### src/rtl/modul_acumulator_diferente.sv
// Frame accumulator for the difference stream.
// Sums FRAME_LEN signed samples with saturation and hands off one result per frame.
module modul_acumulator_diferente #(
  parameter int DATA_W    = 8,
  parameter int ACC_W     = 16,
  parameter int FRAME_LEN = 4
) (
  input  logic              clk,
  input  logic              rst_n,
  input  logic [DATA_W-1:0] in_diff,
  input  logic              in_valid,
  output logic              in_ready,
  output logic [ACC_W-1:0]  out_sum,
  output logic              out_sat,
  output logic              out_valid,
  input  logic              out_ready
);

  localparam int CNT_W = $clog2(FRAME_LEN) + 1;

  localparam logic [ACC_W-1:0] ACC_MAX =
    {1'b0, {(ACC_W-1){1'b1}}};
  localparam logic [ACC_W-1:0] ACC_MIN =
    {1'b1, {(ACC_W-1){1'b0}}};

  typedef enum logic {
    ACCUM,
    OUT
  } state_t;

  state_t           state;
  logic [ACC_W-1:0] acc;
  logic [ACC_W-1:0] acc_next;
  logic [ACC_W:0]   sum_full;
  logic [CNT_W-1:0] cnt;
  logic             sat_sticky;
  logic             sat_hit;
  logic             take;
  logic             last;

  assign in_ready = (state == ACCUM);
  assign take     = in_valid && in_ready;
  assign last     = (cnt == CNT_W'(FRAME_LEN - 1));

  // One guard bit: overflow shows as the top two bits disagreeing.
  always_comb begin
    sum_full = {acc[ACC_W-1], acc}
             + {{(ACC_W+1-DATA_W){in_diff[DATA_W-1]}}, in_diff};
    acc_next = sum_full[ACC_W-1:0];
    sat_hit  = 1'b0;
    if (sum_full[ACC_W] != sum_full[ACC_W-1]) begin
      sat_hit  = 1'b1;
      acc_next = sum_full[ACC_W] ? ACC_MIN : ACC_MAX;
    end
  end

  always_ff @(posedge clk or negedge rst_n) begin
    if (!rst_n) begin
      state      <= ACCUM;
      acc        <= '0;
      cnt        <= '0;
      sat_sticky <= 1'b0;
      out_sum    <= '0;
      out_sat    <= 1'b0;
      out_valid  <= 1'b0;
    end else begin
      case (state)
        ACCUM: begin
          if (take) begin
            if (last) begin
              out_sum    <= acc_next;
              out_sat    <= sat_sticky | sat_hit;
              out_valid  <= 1'b1;
              acc        <= '0;
              cnt        <= '0;
              sat_sticky <= 1'b0;
              state      <= OUT;
            end else begin
              acc        <= acc_next;
              sat_sticky <= sat_sticky | sat_hit;
              cnt        <= cnt + 1'b1;
            end
          end
        end
        OUT: begin
          if (out_ready) begin
            out_valid <= 1'b0;
            state     <= ACCUM;
          end
        end
        default: state <= ACCUM;
      endcase
    end
  end

endmodule

### config.mk
export PLATFORM = sky130hd
export DESIGN_NAME = modul_acumulator_diferente
export DESIGN_NICKNAME = d
export VERILOG_FILES = /design/src/rtl/modul_acumulator_diferente.sv
export SDC_FILE = /design/constraint.sdc
export NUM_CORES = 1
export LEC_CHECK = 0
export ABC_AREA = 1
export CAP_MARGIN = 10
export CORE_ASPECT_RATIO = 0.8
export CORE_UTILIZATION = 40
export CTS_BUF_LIST = sky130_fd_sc_hd__clkbuf_8
export DETAILED_ROUTE_END_ITERATION = 10
export PLACE_DENSITY = 0.71
export SLEW_MARGIN = 10
export SYNTH_ARGS = -nofsm -noshare
export SYNTH_HDL_FRONTEND = slang
export SYNTH_SLANG_ARGS = --single-unit
### constraint.sdc
create_clock -name clk -period 5.1 [get_ports clk]
set_clock_uncertainty 0.2 [all_clocks]
set_input_delay 1.02 -clock clk [delete_from_list [all_inputs] [get_ports clk]]
set_output_delay 1.02 -clock clk [all_outputs]
set_load 0.1 [all_outputs]
==> results_dict.tcl <==
set metrics [dict create \
    clk_latency_ns 0.29 \
    num_rows 26 \
    yosys.area_share.simple_pct 40.49 \
    die_h_um 75.71 \
    cts_buffers 5 \
    dp_hpwl_um 4339 \
    slew_headroom_pct 33.99 \
    initial_core_util_pct 41.96 \
    drt_iter0_markers 121 \
    final_core_util_pct 48.32 \
    cp_slowest_cell "clkdlybuf4s50_1" \
    synth-xor-area-share_pct 3.224 \
    postSynth.asyncResetShare_pct 100.0 \
    synth_compound_area_share_pct 4.698 \
    end_kind "flip-flop" \
    postCtsHoldBufs 0 \
    synth.yosys.seq_area_share_pct 35.93 \
    finalSetupTns_ns 0 \
    crit_type "in -> reg" \
    status "completed" \
    synthAdderAreaFrac_pct 8.567 \
    core_area_um2 6474 \
    hold_path.class "reg -> reg" \
    vias 2214 \
    cts-root-buf "clkbuf_8" \
    synth_top_family_by_area "simple AND/OR/NAND/NOR gates" \
    grt_pass1_vias 2008 \
    cts_setup_buffers 0 \
    place_congestion 0.8339 \
    min_to "out_sum[9]$_DFFE_PN0P_" \
    top_usage_layer "met2" \
    rsz0062_at_grt "no" \
    required_ns 5.13 \
    syn_inst 361 \
    grt_max_degree 40 \
    wirelength_um 5491 \
    io_buffers 30 \
    period_share_pct 68.33 \
    max_freq_ghz 0.2870 \
    hold_start "out_sum[9]$_DFFE_PN0P_" \
    grtUsageTotal_pct 16.86 \
    cap_violations 0 \
    drive_gt1_share_pct 14.40 \
    holdPathStages 2 \
    cts-htree-levels 2 \
    synth_seq_cells 39 \
    synth_nets 391 \
    tightest_slew_ns 0.9870 \
    synthDistinctLibCells 31 \
    synth_enable_flop_cells 0 \
    post_cts_resized 0 \
    fin_area_um2 3128 \
    met3_usage_pct 4.691 \
    path_cells "clkdlybuf4s50_1, ha_1, a21oi_1, nand2_1, a21oi_2, nand2_1, nand2_2, nand2_2, nand2_4, nand3_1, nand2_2, nand2_1, nand2_1" \
    hold_slack_ns 0.2838 \
    syn2layout_area_growth_pct 15.15 \
    routed_via_density 4.681 \
    synth_ff_type "dfrtp_1" \
    boundaryPins 31 \
    clock-sinks 39 \
    drtPass1Iterations 4 \
    reg2reg_from "acc[0]$_DFFE_PN0P_" \
    overflow 0 \
    muxShareOfSynthArea_pct 0 \
    nNetsFinal 420 \
    grt_pass1_wl_um 9183 \
    antenna-diode-count 0 \
    cp_max_fo 16 \
    grt_antenna_before_repair 0 \
    syn_avg_cell_area_um2 7.525 \
    reg2reg_depth 16 \
    arrival_ns 3.51 \
    critical_path.startpoint_type "input pin" \
    placed_cell_area_um2 3055 \
    final_max_slew_viol_count 0 \
    yosysWarnings 0 \
    cp_num_buf_inv 1 \
    die_area_um2 7126 \
    synth_area_um2 2716 \
    worstReg2RegEnd "acc[2]$_DFFE_PN0P_" \
    use_met2_pct 25.87 \
    cpLargestDelayFamily "simple AND/OR/NAND/NOR gates" \
    hold_viol_final 0 \
    fin_crit_ns 3.485 \
    cts_tree "yes" \
    clock_tree.buffer_depth 2 \
    cp_common_cell "nand2_1" \
    fp.dieW_um 94.14 \
    r2r_slack_ns 2.51 \
    finalSetupViolCount 0 \
    drc 0 \
    drtAntennaViolNets 0 \
    avgRoutedWirePerCell_um 11.61 \
    max_stage_delay_ns 0.60 \
    path_clk_slew_ns 0.07 \
    met1_usage_pct 24.09 \
]
worst min-delay path: cells and delay by family (launching register included):
| kind | cells | cell delay, ns |
|---|---|---|
| simple gates | 2 | 0.12 |
| flops | 1 | 0.34 |
synthesized netlist by cell type (2+ instances only):
master	instances	area share (%)
a21oi_1	9	1.7
a21oi_2	3	0.97
buf_4	2	0.55
clkbuf_1	4	0.55
dfrtp_1	39	36
ha_1	17	7.8
inv_1	32	4.4
inv_2	3	0.41
nand2_1	159	22
nand2_2	24	5.5
nand2_4	12	5.0
nand3_1	7	1.3
nand3_2	3	1.1
nand3b_1	2	0.55
nor2_1	13	1.8
nor2_2	2	0.46
nor3_1	2	0.37
o21ai_0	5	0.92
o21bai_1	3	0.83
xnor2_1	3	0.97
xor2_1	7	2.3
routing by layer:
layer  up-vias  routed length, um
li1       1176                  -
met1       990               2873
met2        43               2336
met3         5                246
met4         0                 35
met5         -                  0
state kept, by name, indices dropped and copies added, names as in the netlist:
| register | count |
|---|---|
| out_sum | 16 |
| acc | 16 |
| state | 1 |
| sat_sticky | 1 |
| cnt | 3 |
| out_valid | 1 |
| out_sat | 1 |
stage by stage:
step,worst slack [ns],std cells
detailed placement,1.298,467
global placement,1.361,467
global route,1.340,473
floorplan,2.183,361
finish,1.615,473
CTS,1.604,473
cell families after synthesis:
group                    after synthesis
AND/OR/NAND/NOR                      230
AO/OA/AOI/OAI                         21
flip-flops                            39
buffers and inverters                 43
adder cells (fa/ha/maj)               18
XOR/XNOR                              10
placed cells by master (no fill, tap or decap), drive strengths merged:
cell / n
nand2: 195
dfrtp: 39
inv: 36
clkdlybuf4s50: 29
ha: 17
nor2: 15
a21oi: 12
nand3: 10
xor2: 7
o21ai: 5
clkbuf: 5
nor3: 4
xnor2: 3
o21bai: 3
nand3b: 2
nand4: 2
or2: 1
and2: 1
a22o: 1
fa: 1
buf: 1
worst max-delay path by stage:
stage | from | to | slack [ns] | cells past startpoint
after floorplan | in_diff[0] | out_sum[12]$_DFFE_PN0P_ | 2.18 | 18
after global placement | in_diff[7] | acc[2]$_DFFE_PN0P_ | 1.36 | 13
after detailed placement | in_diff[7] | acc[2]$_DFFE_PN0P_ | 1.30 | 15
after CTS | in_diff[7] | acc[2]$_DFFE_PN0P_ | 1.60 | 13
after global routing | in_diff[7] | out_sum[2]$_DFFE_PN0P_ | 1.34 | 13
final | in_diff[7] | acc[2]$_DFFE_PN0P_ | 1.62 | 13
layout make-up:
cell class              count  area [um^2]
multi-input cells         279         1548
clock inverters             1        3.754
repair buffers             30        295.3
clock buffers               5        68.82
well taps                  84        105.1
flip-flops and latches     39        975.9
inverters                  35        131.4
fillers                   621         3346
Power is not shown: default switching activity piles up to over one toggle a cycle in this logic, so the estimate is an artifact.
